## src/rtl/rr_enc_pkg.sv

```systemverilog
// ============================================================================
// rr_enc_pkg : shared constants and state type for the round-robin encoder
// Revision   : 1.0
// ============================================================================
`default_nettype none

package rr_enc_pkg;

   localparam int N_DEFAULT = 32;
   localparam int W_DEFAULT = $clog2(N_DEFAULT);

   typedef enum logic [0:0] {
      IDLE = 1'b0,
      HOLD = 1'b1
   } state_e;

endpackage : rr_enc_pkg

`default_nettype wire

```

## src/rtl/rr_find_first.sv

```systemverilog
// ============================================================================
// rr_find_first : first set request at or above start, wrapping to bit 0
// Revision      : 1.0
// ============================================================================
`default_nettype none

module rr_find_first
   import rr_enc_pkg::*;
#(
   parameter int N = N_DEFAULT,
   parameter int W = W_DEFAULT
) (
   input  logic [N-1:0] req,
   input  logic [W-1:0] start,
   output logic [W-1:0] idx,
   output logic         found
);

   logic         w_hi_found;
   logic [W-1:0] w_hi_idx;
   logic [W-1:0] w_lo_idx;

   // Downward scans so the lowest qualifying index is the one left standing.
   always_comb begin
      w_hi_found = 1'b0;
      w_hi_idx   = '0;
      w_lo_idx   = '0;
      for (int i = N - 1; i >= 0; i--) begin
         if (req[i]) begin
            w_lo_idx = W'(i);
            if (i >= int'(start)) begin
               w_hi_found = 1'b1;
               w_hi_idx   = W'(i);
            end
         end
      end
   end

   assign idx   = w_hi_found ? w_hi_idx : w_lo_idx;
   assign found = |req;

endmodule : rr_find_first

`default_nettype wire

```

## src/rtl/rr_priority_encoder.sv

```systemverilog
// ============================================================================
// rr_priority_encoder : registered round-robin grant with valid/ready output
// Revision            : 1.0
// ============================================================================
`default_nettype none

module rr_priority_encoder
   import rr_enc_pkg::*;
#(
   parameter int N = N_DEFAULT,
   parameter int W = $clog2(N)
) (
   input  logic         clk,
   input  logic         reset,
   input  logic         en,
   input  logic [N-1:0] req,
   output logic [W-1:0] out_idx,
   output logic [N-1:0] out_onehot,
   output logic         out_valid,
   input  logic         out_ready
);

   localparam logic [W-1:0] c_LAST_IDX = W'(N - 1);
   localparam logic [N-1:0] c_ONE      = {{(N-1){1'b0}}, 1'b1};

   state_e       state_q, state_d;
   logic [W-1:0] ptr_q, ptr_d;
   logic [W-1:0] idx_q, idx_d;
   logic [N-1:0] onehot_q, onehot_d;

   logic         w_handshake;
   logic         w_load;
   logic [W-1:0] w_next_ptr;
   logic [W-1:0] w_start;
   logic [W-1:0] w_found_idx;
   logic         w_found;

   assign w_handshake = (state_q == HOLD) && out_ready;
   assign w_next_ptr  = (idx_q == c_LAST_IDX) ? '0 : idx_q + 1'b1;
   // A back-to-back load must search from the pointer this handshake produces.
   assign w_start     = w_handshake ? w_next_ptr : ptr_q;
   assign w_load      = en && w_found && ((state_q == IDLE) || out_ready);

   rr_find_first #(
      .N (N),
      .W (W)
   ) u_find (
      .req   (req),
      .start (w_start),
      .idx   (w_found_idx),
      .found (w_found)
   );

   always_comb begin
      state_d  = state_q;
      ptr_d    = ptr_q;
      idx_d    = idx_q;
      onehot_d = onehot_q;
      if (w_handshake) begin
         ptr_d = w_next_ptr;
      end
      if (w_load) begin
         state_d  = HOLD;
         idx_d    = w_found_idx;
         onehot_d = c_ONE << w_found_idx;
      end else if (w_handshake) begin
         state_d  = IDLE;
         onehot_d = '0;
      end
   end

   always_ff @(posedge clk or posedge reset) begin
      if (reset) begin
         state_q  <= IDLE;
         ptr_q    <= '0;
         idx_q    <= '0;
         onehot_q <= '0;
      end else begin
         state_q  <= state_d;
         ptr_q    <= ptr_d;
         idx_q    <= idx_d;
         onehot_q <= onehot_d;
      end
   end

   assign out_idx    = idx_q;
   assign out_onehot = onehot_q;
   assign out_valid  = (state_q == HOLD);

endmodule : rr_priority_encoder

`default_nettype wire

```

## config.mk

```make
export PLATFORM = sky130hd
export DESIGN_NAME = rr_priority_encoder
export DESIGN_NICKNAME = d
export VERILOG_FILES = /design/src/rtl/rr_enc_pkg.sv /design/src/rtl/rr_find_first.sv /design/src/rtl/rr_priority_encoder.sv
export SDC_FILE = /design/constraint.sdc
export NUM_CORES = 1
export LEC_CHECK = 0
export ABC_AREA = 1
export CORE_MARGIN = 10
export CORE_UTILIZATION = 40
export CTS_CLUSTER_SIZE = 12
export DETAILED_ROUTE_END_ITERATION = 12
export GPL_ROUTABILITY_DRIVEN = 0
export PLACE_DENSITY = 0.67
export SLEW_MARGIN = 25
export SYNTH_ARGS = -nofsm -noshare
export SYNTH_HDL_FRONTEND = slang
export SYNTH_SLANG_ARGS = --single-unit
export TNS_END_PERCENT = 30
```

## constraint.sdc

```tcl
create_clock -name clk -period 4.25 [get_ports clk]
set_input_delay 0.85 -clock clk [delete_from_list [all_inputs] [get_ports clk]]
set_output_delay 0.85 -clock clk [all_outputs]
set_load 0.1 [all_outputs]
```

==> results of run 1 <==
==> logic make-up (layout without fill, tap and decap cells) <==
| group | Yosys count | after routing | share of synthesized area |
|---|---|---|---|
| AND/OR/NAND/NOR | 264 | 265 | 0.3828 |
| buffers and inverters | 77 | 185 | 0.09651 |
| AO/OA/AOI/OAI | 73 | 73 | 0.1593 |
| flip-flops | 43 | 43 | 0.3532 |
| adder cells (fa/ha/maj) | 2 | 2 | 0.008212 |
==> cell usage in the layout (no fill, tap or decap), drive strengths merged <==
cell	instances
a211o	1
a211oi	2
a21oi	12
a311oi	1
a31oi	3
buf	32
bufinv	2
clkbuf	6
clkdlybuf4s50	72
clkinv	2
dfrtp	43
dlymetal6s2s	1
ha	2
inv	70
nand2	138
nand3	29
nand4	13
nor2	78
nor3	6
nor4	1
o211ai	6
o21ai	24
o21bai	20
o311ai	2
o31ai	2
==> area by class of cell <==
type,count,share of cell area
clock inverter,2,0.01396
inverter,72,0.06397
tap,99,0.02879
sequential,43,0.2504
timing repair buffer,105,0.2291
clock buffer,6,0.01687
multi-input combinational,340,0.3969
==> layer usage <==
metal / vias up / global-route usage / part of all wire
met5: - / 0 / 0
met4: 0 / 0.04062 / 0.011
met3: 10 / 0.02874 / 0.074
met2: 117 / 0.2391 / 0.46
met1: 1518 / 0.1960 / 0.45
li1: 1684 / - / -
==> critical path, delay by kind of cell, from the launching register on <==
family / cells / cell delay [ps]
AO/OA/AOI/OAI: 1 / 210
buffers and inverters: 2 / 150
adder cells (fa/ha/maj): 2 / 520
AND/OR/NAND/NOR: 39 / 2440
flip-flops: 1 / 430
==> flip-flops by register name (all words and copies together), names as in the netlist <==
name,flops
out_idx,5
out_onehot,32
out_valid,1
ptr_q,5
==> repair_timing <==
action / 4_1_cts / 5_1_grt
resized for setup: 0 / 10
buffers inserted: 0 / 11
setup endpoints to repair: 0 / 35
==> worst paths after layout <==
check	start	to	slack [ps]	cells past startpoint
worst min register to register	out_onehot[10]	out_onehot[10]	480	2
min in group asynchronous	reset	out_onehot[25]	990	3
worst max-delay path	out_idx[0]	out_onehot[14]	420	44
max in group asynchronous	reset	out_idx[0]	2860	3
worst min-delay path	out_onehot[10]	out_onehot[10]	480	2
worst max register to register	out_idx[0]	out_onehot[14]	420	44
==> stage by stage <==
stage | total power [mW] | area [um^2] | hold slack, ps | setup TNS (ps)
finish | 2.295 | 4303 | 483.2 | 0
global route | 2.431 | 4303 | 500.7 | -170.6
CTS | 2.197 | 4183 | 490.1 | 0
detailed placement | 1.822 | 4050 | 469.4 | -544.5
global placement | 1.809 | 4050 | 465.6 | -64.20
floorplan | 1.410 | 3047 | 467.7 | 0
==> power by group <==
group          switching (mW)  internal (mW)  leakage (nW)
Clock                   0.138          0.235        0.0654
Sequential             0.0420          0.475         0.583
Combinational           0.978          0.427          1.42
Total                    1.16           1.14          2.06
==> impl_metrics.toml, run 1 <==
[run_status]
status = "complete, no violations"

[sta]
hold_viol = 0
slew_headroom = 0.3409
setup_violations = 0
finalCritPeriodShare = 0.9005
fin_skew_ps = 5.692
drv_slew = 0
final.setup.worst_slack_ps = 422.7
tightest_slew_ps = 985.6
max_clock_freq_ghz = 0.2613
layout_min_cycle_time_ps = 3827

[routing]
routedWlPerCell_um = 13.52
drt_iter0_markers = 220
drtAntennaViolNets = 0
vias = 3329
drcViolationCount = 0
viasPerCell = 4.991
first_pass_iters = 4
routed_wl_mm = 9.018

[floorplan]
die_h_um = 107.3
rows = 31
die_x_um = 107.3
core_mm2 = 0.007331
start_util = 0.4156
pin_count = 74
die_area_mm2 = 0.01151

[cells_and_area]
multi_input_area_mm2 = 0.001708
nNetsFinal = 605
antenna-diode-count = 0
drive_above_1_share = 0.1303
final_core_util = 0.5870
area_growth_pct = 41.23
register_area_mm2 = 0.001077
nFillCells = 703
layoutNonFillerInstCount = 667

[global_routing]
grt_pass1_vias = 3120
grt_max_degree = 44
grt_use_total = 0.1481
overflow = 0
antenna_found_initial = 0
grt_pass1_wl_mm = 14.35

[synth]
yosys_most_used_dff = "dfrtp_1"
synth_area_leaders = "dfrtp_1, nand2_1, nor2_1, inv_1, o21bai_1"
yosysTopAreaCell = "dfrtp_1"
syn_inst = 459
synth.distinct_cells = 36
async_flop_share = 1.000
synthesis.area_mm2 = 0.003047
yosysSeqAreaShare = 0.3532
ys_warn_count = 0
syn-num-nets = 497
synth_top_cell_area_share = 0.3532
syn_area_per_cell_um2 = 6.638
yosys-top-cells-count = "nand2_1, nor2_1, inv_1"
ys_seq_elements = 43
synth_edf_count = 0
yosysMostFrequentCell = "nand2_1"

[power_and_ir_drop]
p_leak_nw = 2.064
p_per_area_mw_per_mm2 = 533.3
worst_ir_drop_vdd_v = 0.0002029

[setup_path]
worstPathMaxFanout = 4
slowest_stage = "dfrtp_2"
max_stage_delay_ps = 430
crit_type = "flop to flop"
cp-start-kind = "flop"
cp.arrival_ps = 4060
required_ps = 4480
cp_common_cell = "nand2_1"
end_kind = "flop"

[clocking]
cts_hold_buf = 0
cts_made_buffers = 5
cts_tree = "done"
cts_root_buffer = "clkbuf_8"
cts_sinks = 43
clk_latency_ps = 290
cts.path.max_buffers = 2
path_clk_slew_ps = 80
htree_levels = 2

[placement]
place_ws_ps = -45.95
io_buffers = 73
numPlacedInstances = 647
dp.final_hpwl_mm = 7.048

[worst_hold_path]
hold_class = "flop to flop"

[run]
maxCapViolations = 0
(Power assumes the default switching activity.)
==> run 2: changes to the inputs <==
- PLACE_DENSITY: 0.67 -> 0.74
==> impl_metrics.toml, run 2 (synthesis gave the netlist of run 1 again) <==
[setup_path]
slowest_stage = "dfrtp_2"
crit_type = "flop to flop"
required_ps = 4470
worstPathMaxFanout = 7
end_kind = "flop"
cp.arrival_ps = 4040
r2r_start = "out_idx[0]"
crit_path_end = "out_onehot[27]"
cp_common_cell = "nand2_1"
cp-start-kind = "flop"
ff2ff_path_depth = 42
max_stage_delay_ps = 440
r2r_slack_ps = 430
startpoint = "out_idx[0]"
r2r-end = "out_onehot[27]"

[global_routing]
grt_pass1_vias = 3219
grt_use_total = 0.1501
overflow = 0
antenna_found_initial = 0
grt_max_degree = 44
grt_pass1_wl_mm = 14.62

[sta]
tightest_slew_ps = 988.9
max_clock_freq_ghz = 0.2617
layout_min_cycle_time_ps = 3822
finalCritPeriodShare = 0.8992
drv_slew = 0
setup_violations = 0
slew_headroom = 0.3387
hold_ws_ps = 486.9
final.setup.worst_slack_ps = 428.4
fin_skew_ps = 7.974
hold_viol = 0

[floorplan]
rows = 31
die_x_um = 107.3
start_util = 0.4156
die_h_um = 107.3
pin_count = 74
core_mm2 = 0.007331
die_area_mm2 = 0.01151

[routing]
drtAntennaViolNets = 0
routed_wl_mm = 8.743
vias = 3292
viasPerCell = 4.980
first_pass_iters = 7
drt_iter0_markers = 168
routedWlPerCell_um = 13.23
drcViolationCount = 0

[power_and_ir_drop]
p_sw_frac = 0.5214
p_leak_nw = 2.019
worst_ir_drop_vdd_v = 0.0002555
intPower_mw = 1.041
pwr-share-clk = 0.132
power.switching_mw = 1.134
power_mw = 2.175
sequentialPowerShare = 0.239
p_per_area_mw_per_mm2 = 513.8
p_comb_frac = 0.629

[cells_and_area]
nNetsFinal = 599
final_cell_mix = "nand2_1, clkdlybuf4s50_1, nor2_1"
antenna-diode-count = 0
area_growth_pct = 38.93
nFillCells = 693
mostFrequentLayoutCell = "nand2_1"
drive_above_1_share = 0.1281
largest_reg_flops = 32
layoutNonFillerInstCount = 661

[clocking]
cts_sinks = 43
clk_latency_ps = 300
cts_root_buffer = "clkbuf_8"
cts.path.max_buffers = 2
cts_tree = "done"
htree_levels = 2
cts_made_buffers = 5
path_clk_slew_ps = 80
cts_hold_buf = 0

[worst_hold_path]
hold_class = "flop to flop"
hold_start = "out_onehot[2]"

[run_status]
status = "complete, no violations"

[run]
maxCapViolations = 0

[placement]
io_buffers = 73
dp.final_hpwl_mm = 6.957
place_ws_ps = -87.68
numPlacedInstances = 646
==> run 2: layer usage <==
layer | share of wire | up-vias | track usage
met2 | 0.48 | 113 | 0.2491
met5 | 0 | - | 0
met4 | 0.010 | 0 | 0.03868
li1 | - | 1681 | -
met3 | 0.073 | 9 | 0.03713
met1 | 0.44 | 1489 | 0.1896
==> run 2: repair_timing <==
item                       in CTS  in global routing
resized for setup               0                 14
setup buffers                   0                  6
setup endpoints to repair       0                 33
==> run 2: worst min-delay path by stage <==
stage,cells after the start,slack (ps),endpoint
finish,2,490,out_onehot[2]
global route,2,510,out_onehot[20]
CTS,2,490,out_onehot[22]
detailed placement,2,470,out_onehot[10]
global placement,2,470,out_onehot[2]
floorplan,2,470,ptr_q[1]
==> run 2: critical path: cells and delay by family, from the launching register on <==
kind,cells,cell delay (ps)
and+or+nand+nor,34,2040
AOI/OAI and AO/OA,3,540
adders and majority gates,2,510
DFF,1,440
buffers and inverters,3,220
==> run 2: through the flow <==
step / TNS, ps / util / area, um^2
detailed placement: -892.6 / 0.5498 / 4030
global route: -39.49 / 0.5774 / 4233
floorplan: 0 / - / 3047
finish: 0 / 0.5774 / 4233
global placement: -4.358 / 0.5498 / 4030
CTS: 0 / 0.5639 / 4134
==> run 2: layout make-up <==
| cell class | count | area (um^2) | share of cell area |
|---|---|---|---|
| sequential | 43 | 1079 | 0.2548 |
| timing repair buffer | 99 | 928.4 | 0.2193 |
| tap | 99 | 123.9 | 0.02926 |
| multi-input combinational | 340 | 1723 | 0.4070 |
| clock inverter | 1 | 7.507 | 0.001774 |
| inverter | 72 | 275.3 | 0.06503 |
| clock buffer | 7 | 96.34 | 0.02276 |
==> run 2: power by group through the flow <==
stage	clock, mW	combinational [mW]	sequential [mW]
after floorplan	0	0.532	0.878
after global placement	0	1.26	0.528
after detailed placement	0	1.26	0.530
after CTS	0.292	1.27	0.522
after global routing	0.309	1.48	0.530
final	0.286	1.37	0.520
==> run 3: changes to the inputs <==
- CORE_UTILIZATION: 40 -> 50
- PLACE_DENSITY: 0.74 -> 0.88
- clock period: 4.25 -> 4.03 ns (I/O delays scaled with it)
==> impl_metrics.toml, run 3 (synthesis gave the netlist of run 1 again) <==
[cells_and_area]
area_growth_pct = 45.30
nNetsFinal = 625
mostFrequentLayoutCell = "nand2_1"
antenna-diode-count = 0
largest_reg_flops = 32
drive_above_1_share = 0.1786
final_cell_mix = "nand2_1, clkdlybuf4s50_1, nor2_1"
nFillCells = 427

[global_routing]
grt_pass1_wl_mm = 15.84
grt_max_degree = 44
grt_pass1_vias = 3606
grt_use_total = 0.1878
antenna_found_initial = 0
overflow = 0

[setup_path]
required_ps = 4230
cp.arrival_ps = 4170
worstPathMaxFanout = 6
end_kind = "flop"
slowest_stage = "dfrtp_2"
cp_common_cell = "nand2_1"
cp-start-kind = "flop"
max_stage_delay_ps = 460
crit_type = "flop to flop"

[floorplan]
die_area_mm2 = 0.009616
pin_count = 74
die_h_um = 98.06
rows = 28
core_mm2 = 0.005921
die_x_um = 98.06
start_util = 0.5146

[routing]
viasPerCell = 5.508
drcViolationCount = 0
first_pass_iters = 5
routed_wl_mm = 10.01
drt_iter0_markers = 282
drtAntennaViolNets = 0
vias = 3652
routedWlPerCell_um = 15.09

[sta]
setup_violations = 0
tightest_slew_ps = 993.3
layout_min_cycle_time_ps = 3965
finalCritPeriodShare = 0.9838
hold_viol = 0
fin_skew_ps = 11.10
rsz0062_at_grt = "yes"
max_clock_freq_ghz = 0.2522
drv_slew = 0
slew_headroom = 0.3357
fin_setup_tns_ps = 0

[power_and_ir_drop]
p_sw_frac = 0.5151
sequentialPowerShare = 0.225
pwr-share-clk = 0.136
p_comb_frac = 0.640
power_mw = 2.492
p_leak_nw = 2.152
power.switching_mw = 1.283
p_per_area_mw_per_mm2 = 562.9
worst_ir_drop_vdd_v = 0.0004484
intPower_mw = 1.208

[run_status]
status = "complete, no violations"

[clocking]
path_clk_slew_ps = 80
htree_levels = 2
cts_tree = "done"
cts_root_buffer = "clkbuf_8"
cts_made_buffers = 5
cts.path.max_buffers = 2
cts_sinks = 43
clk_latency_ps = 300

[placement]
io_buffers = 73
dp.final_hpwl_mm = 7.472

[worst_hold_path]
hold_class = "flop to flop"

[run]
maxCapViolations = 0
[run 3: cell count changes in the layout (fill, tap and decap cells not counted), sizes merged]
cell	change
buf	+26
bufinv	+1
clkbuf	-2
clkinv	+2
clkinvlp	-1
[run 3: area by class of cell]
type	count	area, um^2	share of cell area
Tap cell	75	93.84	0.02120
Clock buffer	5	68.82	0.01555
Clock inverter	3	43.79	0.009893
Sequential cell	43	1079	0.2436
Timing Repair Buffer	125	1124	0.2538
Inverter	72	275.3	0.06218
Multi-Input combinational cell	340	1743	0.3937
[run 3: per-stage QoR]
stage | utilization | cell area (um^2) | setup slack [ps] | hold WS (ps) | cells
4_1_cts | 0.7189 | 4257 | 54.36 | 487.3 | 649
3_5_place_dp | 0.6999 | 4144 | -237.0 | 464.6 | 641
5_1_grt | 0.7477 | 4427 | -347.4 | 506.5 | 663
2_1_floorplan | - | 3048 | 1.819 | 467.7 | 459
3_3_place_gp | 0.6999 | 4144 | -76.05 | 467.6 | 641
6_report | 0.7477 | 4427 | 65.24 | 488.5 | 663
[run 3: critical path: cells and delay by family, from the launching register on]
kind | cells | cell delay (ps)
AO/OA/AOI/OAI | 2 | 420
AND/OR/NAND/NOR | 39 | 2610
adder cells (fa/ha/maj) | 2 | 370
flip-flops | 1 | 460
[run 3: worst paths after layout]
kind / from / to / slack (ps) / cells after the start
hold / removal: out_onehot[18] / out_onehot[18] / 490 / 2
min in group asynchronous: reset / out_onehot[22] / 960 / 3
setup / recovery: out_idx[0] / out_onehot[27] / 70 / 43
setup reg to reg: out_idx[0] / out_onehot[27] / 70 / 43
max in group asynchronous: reset / out_idx[1] / 2660 / 3
hold reg to reg: out_onehot[18] / out_onehot[18] / 490 / 2
[run 3: timing repair]
item,CTS,global route
hold buffers,0,0
resized for setup,0,21
setup endpoints to repair,0,37
setup buffers,0,13
[run 3: metal layers]
metal  share of wire  track usage  wire length [um]  vias to the layer above
met2            0.51       0.3447              5084                      212
met1            0.38       0.2085              3798                     1691
li1                -            -                 -                     1733
met4           0.016      0.05705               157                        0
met3           0.096      0.04299               965                       16
met5               0            0                 0                        -
[run 3: power by group through the flow]
stage	sequential, mW	clock, mW	combinational (mW)
6_report	0.560	0.338	1.59
5_1_grt	0.565	0.352	1.70
4_1_cts	0.554	0.336	1.43
3_5_place_dp	0.561	0	1.42
3_3_place_gp	0.556	0	1.38
2_1_floorplan	0.927	0	0.561
